**config.mk**
```make
export PLATFORM = sky130hd
export DESIGN_NAME = dm4_route
export DESIGN_NICKNAME = d
export VERILOG_FILES = /design/src/rtl/dm4_route.sv
export SDC_FILE = /design/constraint.sdc
export NUM_CORES = 1
export LEC_CHECK = 0
export BUFFER_PORTS_ARGS = -buffer_cell sky130_fd_sc_hd__buf_4
export CAP_MARGIN = 15
export CORE_ASPECT_RATIO = 1.1
export CORE_MARGIN = 2
export CORE_UTILIZATION = 40
export DETAILED_ROUTE_END_ITERATION = 8
export GPL_ROUTABILITY_DRIVEN = 0
export PLACE_DENSITY = 0.66
export SLEW_MARGIN = 20
export SYNTH_ARGS = -nofsm -noshare
export SYNTH_HDL_FRONTEND = slang
export SYNTH_SLANG_ARGS = --single-unit
```
**constraint.sdc**
```tcl
create_clock -name clk -period 2.6 [get_ports clk]
set_input_delay 0.78 -clock clk [delete_from_list [all_inputs] [get_ports clk]]
set_output_delay 0.78 -clock clk [all_outputs]
set_load 0.005 [all_outputs]
```
**src/rtl/dm4_route.sv**
```systemverilog
// Registered 1-to-4 valid/ready demultiplexer with a one-entry buffer and a delivery counter per channel.
// Optional broadcast to all four channels is enabled by defining DM4_BCAST_EN.
module dm4_route #(
  parameter int W     = 32,
  parameter int CNT_W = 8
) (
  input  logic             clk,
  input  logic             rst_n,
  input  logic             in_valid,
  output logic             in_ready,
  input  logic [W-1:0]     in_data,
  input  logic [1:0]       sw,
  input  logic             bcast,
  output logic [3:0]       out_valid,
  input  logic [3:0]       out_ready,
  output logic [W-1:0]     out_data0,
  output logic [W-1:0]     out_data1,
  output logic [W-1:0]     out_data2,
  output logic [W-1:0]     out_data3,
  output logic [CNT_W-1:0] cnt0,
  output logic [CNT_W-1:0] cnt1,
  output logic [CNT_W-1:0] cnt2,
  output logic [CNT_W-1:0] cnt3
);

  logic [3:0]            full_r;
  logic [3:0][W-1:0]     data_r;
  logic [3:0][CNT_W-1:0] cnt_r;
  logic [3:0]            can_s;
  logic [3:0]            sel_s;
  logic [3:0]            dest_s;
  logic [3:0]            load_s;
  logic [3:0]            drain_s;
  logic                  in_ready_s;

`ifndef DM4_BCAST_EN
  logic bcast_unused_s;
  assign bcast_unused_s = bcast;
`endif

  // A channel can take a word when empty or when it is being drained this cycle.
  assign can_s   = ~full_r | out_ready;
  assign drain_s = full_r & out_ready;

  // One-hot decode of the destination select.
  always_comb begin
    case (sw)
      2'b00:   sel_s = 4'b0001;
      2'b01:   sel_s = 4'b0010;
      2'b10:   sel_s = 4'b0100;
      2'b11:   sel_s = 4'b1000;
      default: sel_s = 4'b0000;
    endcase
  end

  // Destination set and producer-side ready.
  always_comb begin
`ifdef DM4_BCAST_EN
    if (bcast) begin
      dest_s     = 4'b1111;
      in_ready_s = &can_s;
    end else begin
      dest_s     = sel_s;
      in_ready_s = |(can_s & sel_s);
    end
`else
    dest_s     = sel_s;
    in_ready_s = |(can_s & sel_s);
`endif
  end

  assign in_ready = in_ready_s;

  // Channels written by an accepted word this cycle.
  always_comb begin
    if (in_valid && in_ready_s) begin
      load_s = dest_s;
    end else begin
      load_s = 4'b0000;
    end
  end

  // Occupancy: a refill wins over a drain in the same cycle.
  always_ff @(posedge clk or negedge rst_n) begin
    if (!rst_n) begin
      full_r <= 4'b0000;
    end else begin
      full_r <= load_s | (full_r & ~drain_s);
    end
  end

  for (genvar k = 0; k < 4; k++) begin : g_ch
    // Holding register keeps its last word until refilled.
    always_ff @(posedge clk or negedge rst_n) begin
      if (!rst_n) begin
        data_r[k] <= '0;
      end else if (load_s[k]) begin
        data_r[k] <= in_data;
      end else begin
        data_r[k] <= data_r[k];
      end
    end

    // Delivery counter, wrapping naturally at 2^CNT_W.
    always_ff @(posedge clk or negedge rst_n) begin
      if (!rst_n) begin
        cnt_r[k] <= '0;
      end else if (drain_s[k]) begin
        cnt_r[k] <= cnt_r[k] + CNT_W'(1);
      end else begin
        cnt_r[k] <= cnt_r[k];
      end
    end
  end

  assign out_valid = full_r;
  assign out_data0 = data_r[0];
  assign out_data1 = data_r[1];
  assign out_data2 = data_r[2];
  assign out_data3 = data_r[3];
  assign cnt0      = cnt_r[0];
  assign cnt1      = cnt_r[1];
  assign cnt2      = cnt_r[2];
  assign cnt3      = cnt_r[3];

endmodule

```
# == Yosys cells after proc, flatten, opt, wreduce, memory -nomap -nowiden ==
# Cells that the tools add are included.
# totals
in_bits,42
output_inout_bits,165
ff_bits,164
# op_classes
muxes,2
n_addsub,4
reduce_logical,3
n_bitwise,7
eq_ne,3
# op_table
op,count
"adder 8 x 1 -> 8 bit, second input constant",4
case mux 4 bit (4 select lines),1
bitwise AND 4 bit,3
inverter 4 bit,2
bitwise OR 4 bit,2
"equality test 2 bit, second input constant",2
2-to-1 mux 4 bit,1
OR reduction 4 bit,1
"equality test 2 x 1 -> 1 bit, second input constant",1
zero test 2 bit,1
logical AND 1 bit,1

# == Longest topological paths before layout ==
# Gate-level depths: netlist of the first run.
# depth
ltp_word,7
mapped_depth,5

# == Worst setup path after synthesis of the first run ==
# Ideal clock, no wire load.
# synth_timing
path_type,input to output
startpoint,input port out_ready[1]
endpoint,output port in_ready
arrival_ns,1.432
setup_slack_ns,0.388
path_stages,2
cell_sequence,nand2b_1 > mux4_1
# synth_via
elab_chain_len,3
# synth_rtl
item,line_no,rtl
start: declaration,15,"input logic [3:0] out_ready,"
bitwise OR 4 bit,42,assign can_s = ~full_r | out_ready;
bitwise AND 4 bit,68,in_ready_s = |(can_s & sel_s);
OR reduction 4 bit,68,
end: declaration,10,"output logic in_ready,"
# No other way between the ends.

# == Worst setup path after layout of the first run ==
# Ends and elaborated chain as after synthesis.

==> metrics.md, run 1 <==
| Metric | Value |
|---|---|
| Outcome | finished, final reports clean |
| Final Hold Fails | 0 |
| Number of flops mapped to enable cells by yosys | 0 |
| DRC | 0 |
| CP max stage delay | 520 ps |
| CTS tree | yes |
| WL/cell | 17.5 um |
| Clk_skew | 9.04 ps |
| Vias | 4062 |
| Pint | 5.80 mW |
| Reg2Reg Setup Slack | 970 ps |
| Placeable Area | 15700 um^2 |
| Leak | 4.11 nW |
| WL final | 14600 um |
| Synth area leader | dfrtp_1 |
| Setup CP Type | primary input to primary output |
| Yosys reg bits | 164 |
| Syn-to-layout area delta | 36.8% |
| Count leader, synth | dfrtp_1 |
| Number of global-route vias before repair | 4369 |
| Util after Layout | 55.9% |
| Gate power share | 23.0% |
| Max Cap Viol | 0 |
| Switch share | 25.7% |
| Number of diodes | 0 |
| Iteration-0 DRC count of the detailed router | 222 |
| Pwr/cell area | 891 nW/um^2 |
| Hold buffers post-CTS | 0 |
| Distinct cell type count after synthesis | 27 |
| Critical Path Slowest Stage Cell | mux4_1 |
| CTS root buf | clkbuf_16 |
| Net load switching power | 2.01 mW |
| R2r startpoint | out_valid[1]$_DFF_PN0_ |
| RSZ-0062 raised after global routing | false |
| Nets | 672 |
| Die Area | 17000 um^2 |
| Pre-CTS setup slack | 84.2 ps |
| Slew Viols, Final | 0 |
| Post-synth top area share | 64.1% |
| Clk Latency, worst-skew pair | 420 ps |
| Highest Clock Rate | 396 MHz |
| Die Y | 137 um |
| Clk network pwr share | 31.7% |
| Slew HR | 65.1% |
| Clk sinks | 164 |
| TNS Setup | 0 ps |
| Startpoint types | primary input |
| Row count | 48 |
| Mapped Area | 6400 um^2 |
| Most frequent CP cell | buf_4 |
| WHS | 325 ps |
| Post-layout worst setup margin | 73.3 ps |
| Sequential share of the synthesized area | 64.1% |
| Resize count post-CTS | 0 |
| VDD IR max | 0.444 mV |
| Syn Nets | 450 |
| Htree depth | 4 |
| Pin count of the biggest net entering global routing | 56 |
| Via-to-Cell Ratio | 4.85 |
| Die X | 125 um |
| Clk buf depth | 2 |
| Postcts setup bufs | 0 |
| Crit path DAT | 1750 ps |
| Clock slew at reported path FFs | 60 ps |
| Share of layout cells above drive strength 1 | 58.6% |
| Synth top cells by count | dfrtp_1, mux2_2, xnor2_1, nand2_1 |
| Number of port buffers | 205 |
| Critical path, cell by cell | buf_4 > nand2b_1 > mux4_1 > buf_4 |
| Global-route wire length before repair | 23200 um |
| Crit share post-route | 97.2% |
| Synthesized instance count | 404 |
| Tightest Hold Check Type | primary input to async pin |
| FFs w/ async S/R, synth | 100% |
| Total gr overflow | 0 |
| Gr usage total | 17.6% |
| Initial antenna violation count | 0 |
| Register-to-Register Path Depth | 4 |
| Setup crit end kind | primary output |
| HPWL Detailed | 10500 um |
| DR pass1 iterations | 4 |
| Dominant cells by area after synthesis | dfrtp_1, mux2_2, xnor2_1, buf_6, mux2_1 |
| Crit-path max FO | 4 |
| CTS Buf Count | 17 |
| Sequential power share | 45.3% |
| Data required time at the worst endpoint | 1820 ps |
| Top_reg_cell synth | dfrtp_1 |
| Reg2reg end | out_data1[17]$_DFFE_PN0P_ |
| Ports | 207 |
| Pwr Total | 7.80 mW |
| Starting Density | 40.8% |
| Syn_area_per_cell | 15.8 um^2 |
| Slew @ Worst Pin | 524 ps |
| DRT antenna net count | 0 |
| Yosys warning total | 0 |
| Period minus WS final | 2530 ps |
| Final setup violation count | 0 |
kinds of logic after synthesis:
group,count (synthesis),share of synthesized area [%]
and+or+nand+nor,55,4.99
adders and majority gates,4,0.782
xor gates and xnor gates,28,3.83
DFF,164,64.1
buffers and inverters,18,2.48
muxes,133,23.6
AOI/OAI and AO/OA,2,0.156
state kept, by name, indices dropped and copies added, names as in the netlist, 8 cells and up:
signal / cells
out_data0: 32
cnt1: 8
cnt0: 8
cnt3: 8
cnt2: 8
out_data3: 32
out_data2: 32
out_data1: 32
power by group through the flow:
stage                     clock network [mW]  logic (mW)  registers (mW)
after floorplan                            0       0.619            3.55
after global placement                     0        1.79            3.55
after detailed placement                   0        1.84            3.58
after CTS                               2.56        1.84            3.54
after global routing                    2.66        1.95            3.62
final                                   2.47        1.80            3.53
routing by layer:
metal	global-route usage, %	vias to the layer above	wire, um
met5	0	-	0
met4	7.37	0	292
met3	6.45	19	1090
met2	29.8	132	7380
met1	20.3	2062	5880
li1	-	1849	-
placed cells by master, fill, tap and decap left out:
cell type   count
buf_4         214
dfrtp_1       164
mux2_2        120
xnor2_1        22
clkbuf_16      17
nand2_1        13
mux2_1         12
nand4_1         9
nor2_1          7
nand3_1         6
xor2_1          6
nand2b_1        4
inv_1           4
ha_1            4
clkinv_2        4
nand2_2         3
bufinv_16       3
o21ai_0         2
and3_1          2
nor3b_4         2
and4_1          2
or3b_2          2
clkbuf_1        2
clkinvlp_4      2
buf_12          2
mux4_1          1
nor3b_1         1
and2_1          1
nor2b_4         1
nor3_1          1
nor4_1          1
clkbuf_8        1
clkinv_4        1
buf_6           1
through the flow:
step	area, um^2	cells
floorplan	6400	404
global placement	8170	807
detailed placement	8170	807
CTS	8750	837
global route	8750	837
finish	8750	837
worst max-delay path, delay by kind of cell:
family                 cells  cell delay (ps)
buffers and inverters      2              280
multiplexers               1              520
AND/OR/NAND/NOR            1              170
worst max path at each step:
stage / endpoint / slack (ps) / cells past startpoint / from
after floorplan: in_ready / 390 / 2 / out_ready[1]
after global placement: in_ready / 90 / 4 / out_ready[2]
after detailed placement: in_ready / 80 / 4 / out_ready[2]
after CTS: in_ready / 80 / 4 / out_ready[1]
after global routing: in_ready / 20 / 4 / out_ready[2]
final: in_ready / 70 / 4 / out_ready[1]
area by class of cell:
cell class                 instances  area, um^2
inverter                           4        15.0
clock buffer                      20         447
fill                            1295        6920
sequential                       164        4100
tap                              200         250
clock inverter                    10         134
timing repair buffer             217        1660
multi-input combinational        222        2150
(Power assumes the default switching activity.)
==> run 2, diff against run 1 <==
--- a/config.mk
+++ b/config.mk
@@ -9,10 +9,10 @@
 export CAP_MARGIN = 15
 export CORE_ASPECT_RATIO = 1.1
 export CORE_MARGIN = 2
-export CORE_UTILIZATION = 40
+export CORE_UTILIZATION = 30
 export DETAILED_ROUTE_END_ITERATION = 8
 export GPL_ROUTABILITY_DRIVEN = 0
-export PLACE_DENSITY = 0.66
+export PLACE_DENSITY = 0.53
 export SLEW_MARGIN = 20
 export SYNTH_ARGS = -nofsm -noshare
 export SYNTH_HDL_FRONTEND = slang
==> run 2 against run 1 <==
Critical path depth unchanged. Maximum frequency shrank 0.83%. Clock power up 2%. Combinational power about the same. First-iteration DRC count down 45%. Critical endpoint unchanged. Largest power group unchanged.
==> metrics.md, run 2 (synthesized netlist as in run 1, its figures left out) <==
| Metric | Value |
|---|---|
| Reg2Reg Setup Slack | 890 ps (-80 ps) |
| CTS root buf | clkbuf_16 |
| Die X | 143 um (+15%) |
| Highest Clock Rate | 393 MHz (-0.83%) |
| Crit share post-route | 98.0% (+0.81 points) |
| TNS Setup | 0 ps (unchanged) |
| Postcts setup bufs | 0 (unchanged) |
| Fill cells | 2031 (+57%) |
| Post-route design area | 8900 um^2 (+1.7%) |
| Post-layout worst setup margin | 52.3 ps (-21.1 ps) |
| Pwr/cell area | 883 nW/um^2 (-0.97%) |
| Hold buffers post-CTS | 0 (unchanged) |
| Starting Density | 30.2% (-11 points) |
| Crit-path max FO | 5 (+1) |
| Die Area | 22500 um^2 (+32%) |
| DR pass1 iterations | 4 (unchanged) |
| Nets | 673 (+0.15%) |
| Final setup violation count | 0 (unchanged) |
| VDD IR max | 0.421 mV (-5.1%) |
| Via-to-Cell Ratio | 4.42 (-9.0%) |
| Pwr Total | 7.86 mW (+0.71%) |
| Util after Layout | 42.1% (-14 points) |
| Die Y | 157 um (+15%) |
| Gr busiest metal | met2 |
| Placed cells | 898 (+11%) |
| HPWL Detailed | 10800 um (+2.3%) |
| Share of layout cells above drive strength 1 | 58.8% (+0.19 points) |
| Row count | 56 (+17%) |
| Leak | 4.12 nW (+0.21%) |
| Met3 Track Usage GR | 4.62% (-1.8 points) |
| Placeable Area | 21200 um^2 (+35%) |
| M2 GR Usage | 22.9% (-6.9 points) |
| WHS | 238 ps (-87.1 ps) |
| GRT met1 Usage | 17.7% (-2.6 points) |
| Syn-to-layout area delta | 39.1% |
| WL/cell | 16.5 um (-5.6%) |
| Number of global-route vias before repair | 4347 (-0.50%) |
| Gr usage total | 14.1% (-3.5 points) |
| Resize count post-CTS | 0 (unchanged) |
| Vias | 4106 (+1.1%) |
| Initial antenna violation count | 0 (unchanged) |
| Max Cap Viol | 0 (unchanged) |
| Slew @ Worst Pin | 399 ps (-124 ps) |
| DRT antenna net count | 0 (unchanged) |
| Period minus WS final | 2550 ps (+21.1 ps) |
| Slew HR | 73.4% (+8.3 points) |
| Slew Viols, Final | 0 (unchanged) |
| Ports | 207 (unchanged) |
| Clk buf depth | 2 (unchanged) |
| Data required time at the worst endpoint | 1820 ps (about the same) |
| Clk Latency, worst-skew pair | 420 ps (about the same) |
| Final Hold Fails | 0 (unchanged) |
| DP Area | 8310 um^2 (+1.6%) |
| Tightest Hold Check Type | primary input to async pin |
| Crit path DAT | 1770 ps (+20 ps) |
| Htree depth | 4 (unchanged) |
| Number of port buffers | 205 (unchanged) |
| Pin count of the biggest net entering global routing | 54 (-3.6%) |
| CTS Buf Count | 17 (unchanged) |
| Most frequent cells in the layout | buf_4, dfrtp_1, mux2_2 |
| Total gr overflow | 0 (unchanged) |
| Clk_skew | 12.8 ps (+3.78 ps) |
| Setup CP Type | primary input to primary output |
| Outcome | finished, final reports clean |
| Commonest non-fill, non-tap cell in the layout | buf_4 |
| CTS tree | yes |
| Number of diodes | 0 (unchanged) |
| Global-route wire length before repair | 24200 um (+4.3%) |
| RSZ-0062 raised after global routing | false |
| DRC | 0 (unchanged) |
| Clk sinks | 164 (unchanged) |
| WL final | 15400 um (+4.9%) |
| Clock slew at reported path FFs | 60 ps (about the same) |
| Pre-CTS setup slack | 37.5 ps (-46.6 ps) |
| Setup crit end kind | primary output |
| Iteration-0 DRC count of the detailed router | 122 (-45%) |
| Non-Filler Instances | 930 (+11%) |
| Startpoint types | primary input |
## run 2: worst paths after layout
check                                       start                        end  cells after the start
max                                  out_ready[2]                   in_ready                      4
min                                         rst_n        cnt2[7]$_DFFE_PN0P_                      1
max reg2reg                out_valid[1]$_DFF_PN0_  out_data1[17]$_DFFE_PN0P_                      5
min reg2reg                   cnt3[7]$_DFFE_PN0P_        cnt3[7]$_DFFE_PN0P_                      1
max in group asynchronous                   rst_n   out_data0[3]$_DFFE_PN0P_                      2
min in group clk              cnt3[7]$_DFFE_PN0P_        cnt3[7]$_DFFE_PN0P_                      1
## run 2: final cells by class
cell class	instances	area, um^2	area share [%]
clock buffer	22	474	5.33
clock inverter	10	123	1.38
inverter	4	15.0	0.169
multi-input combinational	222	2150	24.1
sequential	164	4100	46.1
tap	290	363	4.08
timing repair buffer	218	1680	18.8
## run 2: worst max-delay path, cell delays in order
cell and delay (ps):
buf_4 130, nand2b_1 170, mux4_1 530, buf_4 160
## run 2: power breakdown
part,internal (mW),total [mW],switching (mW)
Clock,1.50,2.53,1.03
Sequential,3.12,3.53,0.415
Combinational,1.16,1.79,0.633
Total,5.78,7.86,2.08
## run 2: layer usage
layer / vias to the layer above / share of wire (%)
met3: 13 / 7.1
met2: 130 / 49
met4: 0 / 1.5
li1: 1868 / -
met1: 2095 / 43
met5: - / 0
==> run 3, diff against run 2 <==
--- a/config.mk
+++ b/config.mk
@@ -9,10 +9,10 @@
 export CAP_MARGIN = 15
 export CORE_ASPECT_RATIO = 1.1
 export CORE_MARGIN = 2
-export CORE_UTILIZATION = 30
+export CORE_UTILIZATION = 47
 export DETAILED_ROUTE_END_ITERATION = 8
 export GPL_ROUTABILITY_DRIVEN = 0
-export PLACE_DENSITY = 0.53
+export PLACE_DENSITY = 0.76
 export SLEW_MARGIN = 20
 export SYNTH_ARGS = -nofsm -noshare
 export SYNTH_HDL_FRONTEND = slang
==> run 3 against run 2 <==
Clock skew decreased by 7.3 ps. Sequential power barely moved. Clock power decreased by 4%. Register-to-register slack gained 100 ps. Largest power group unchanged. Setup slack got worse by 12 ps. Final cell count shrank 12%. Die area shrank 35%. Clock-buffer cell count unchanged.
==> metrics.md, run 3 (synthesized netlist as in run 1, its figures left out) <==
| Metric | Value |
|---|---|
| Outcome | finished, final reports clean |
| HPWL Detailed | 10100 um (-6.5%) |
| Clk buf depth | 2 (unchanged) |
| Setup crit end kind | primary output |
| Crit-path max FO | 3 (-2) |
| Clock slew at reported path FFs | 60 ps (about the same) |
| Tightest Hold Check Type | primary input to async pin |
| Critical path, cell by cell | buf_4 > nand2b_2 > mux4_1 > buf_4 |
| CP max stage delay | 520 ps (about the same) |
| Most frequent cells in the layout | buf_4, dfrtp_1, mux2_2 |
| Critical Path Slowest Stage Cell | mux4_1 |
| Number of diodes | 0 (unchanged) |
| CTS Buf Count | 17 (unchanged) |
| Clk_skew | 5.47 ps (-7.35 ps) |
| Slew HR | 58.8% (-15 points) |
| Fill cells | 984 (-52%) |
| Most frequent CP cell | buf_4 |
| DRC | 0 (unchanged) |
| Nets | 671 (-0.30%) |
| Final setup violation count | 0 (unchanged) |
| Highest Clock Rate | 391 MHz (-0.46%) |
| Htree depth | 4 (unchanged) |
| Vias | 4102 (-0.097%) |
| Global-route wire length before repair | 22600 um (-6.7%) |
| CTS tree | yes |
| Syn-to-layout area delta | 36.6% |
| Hold buffers post-CTS | 0 (unchanged) |
| Slew Viols, Final | 0 (unchanged) |
| Pwr/cell area | 887 nW/um^2 (+0.43%) |
| RSZ-0062 raised after global routing | false |
| Clk Latency, worst-skew pair | 410 ps (about the same) |
| Number of global-route vias before repair | 4355 (+0.18%) |
| DR pass1 iterations | 4 (unchanged) |
| Row count | 44 (-21%) |
| DRT antenna net count | 0 (unchanged) |
| Via-to-Cell Ratio | 4.99 (+13%) |
| Setup CP Type | primary input to primary output |
| VDD IR max | 0.464 mV (+10%) |
| Die Area | 14600 um^2 (-35%) |
| Period minus WS final | 2560 ps (+11.7 ps) |
| Crit share post-route | 98.4% (+0.45 points) |
| Iteration-0 DRC count of the detailed router | 183 (+50%) |
| Gr usage total | 20.3% (+6.2 points) |
| Startpoint types | primary input |
| WHS | 341 ps (+103 ps) |
| CTS root buf | clkbuf_16 |
| WL final | 14200 um (-7.6%) |
| Data required time at the worst endpoint | 1820 ps (about the same) |
| Slew @ Worst Pin | 618 ps (+218 ps) |
| Ports | 207 (unchanged) |
| Number of port buffers | 205 (unchanged) |
| Commonest non-fill, non-tap cell in the layout | buf_4 |
| Crit path DAT | 1780 ps (about the same) |
| WL/cell | 17.3 um (+4.6%) |
| Final Hold Fails | 0 (unchanged) |
| Pin count of the biggest net entering global routing | 66 (+22%) |
| Die X | 115 um (-20%) |
| Clk sinks | 164 (unchanged) |
| Placeable Area | 13300 um^2 (-37%) |
| Total gr overflow | 0 (unchanged) |
| Starting Density | 48.2% (+18 points) |
| Share of layout cells above drive strength 1 | 58.6% (-0.13 points) |
| Initial antenna violation count | 0 (unchanged) |
| Register-to-Register Path Depth | 4 (-1) |
| Die Y | 126 um (-20%) |
| TNS Setup | 0 ps (unchanged) |
| Leak | 4.11 nW (-0.19%) |
| Max Cap Viol | 0 (unchanged) |
## run 3: cell types whose count changed in the layout (fill, tap and decap cells not counted), sizes merged
cell,delta
clkinv,+4
buf,-2
clkinvlp,-2
inv,-2
## run 3: final cells by class
type / instances / area, um^2 / area share, %
clock buffer: 22 / 464 / 5.31
clock inverter: 10 / 106 / 1.22
sequential: 164 / 4100 / 46.9
tap: 184 / 230 / 2.63
timing repair buffer: 216 / 1680 / 19.2
multi-input combinational: 222 / 2150 / 24.6
inverter: 4 / 15.0 / 0.172
## run 3: path summary, 6_finish.rpt
| kind | start | to | slack (ps) |
|---|---|---|---|
| min in group clk | cnt2[7]$_DFFE_PN0P_ | cnt2[7]$_DFFE_PN0P_ | 470 |
| max in group asynchronous | rst_n | out_data2[29]$_DFFE_PN0P_ | 1570 |
| worst min-delay path | rst_n | out_data0[8]$_DFFE_PN0P_ | 340 |
| worst max-delay path | out_ready[0] | in_ready | 40 |
| worst max register to register | out_valid[2]$_DFF_PN0_ | out_data2[16]$_DFFE_PN0P_ | 990 |
| worst min register to register | cnt2[7]$_DFFE_PN0P_ | cnt2[7]$_DFFE_PN0P_ | 470 |
## run 3: worst max-delay path, delay by kind of cell
kind	cells	cell delay, ps
multiplexers	1	520
buffers and inverters	2	270
AND/OR/NAND/NOR	1	210
## run 3: report_power, final
group / switching (mW) / internal, mW
clock: 0.962 / 1.46
combinational: 0.633 / 1.16
sequential: 0.419 / 3.12
## run 3: timing repair
item | CTS | global route
buffers inserted | 0 | 0
setup endpoints to repair | 0 | 1
gates resized for setup | 0 | 1
## run 3: through the flow
stage          utilization [%]  worst slack [ps]  instances  area, um^2  power, mW
2_1_floorplan                -               388        404        6400       4.17
3_3_place_gp              61.6              30.9        790        8170       5.32
3_5_place_dp              61.6              28.9        790        8170       5.41
4_1_cts                   65.9              28.3        822        8740       7.83
5_1_grt                   65.9              14.0        822        8740       8.15
6_report                  65.9              40.6        822        8740       7.75
## run 3: layer usage
| layer | GRT usage, % | up-vias | wire length (um) |
|---|---|---|---|
| met4 | 10.1 | 0 | 425 |
| li1 | - | 1867 | - |
| met5 | 0 | - | 0 |
| met3 | 4.68 | 26 | 629 |
| met1 | 24.3 | 2090 | 5630 |
| met2 | 34.2 | 119 | 7510 |
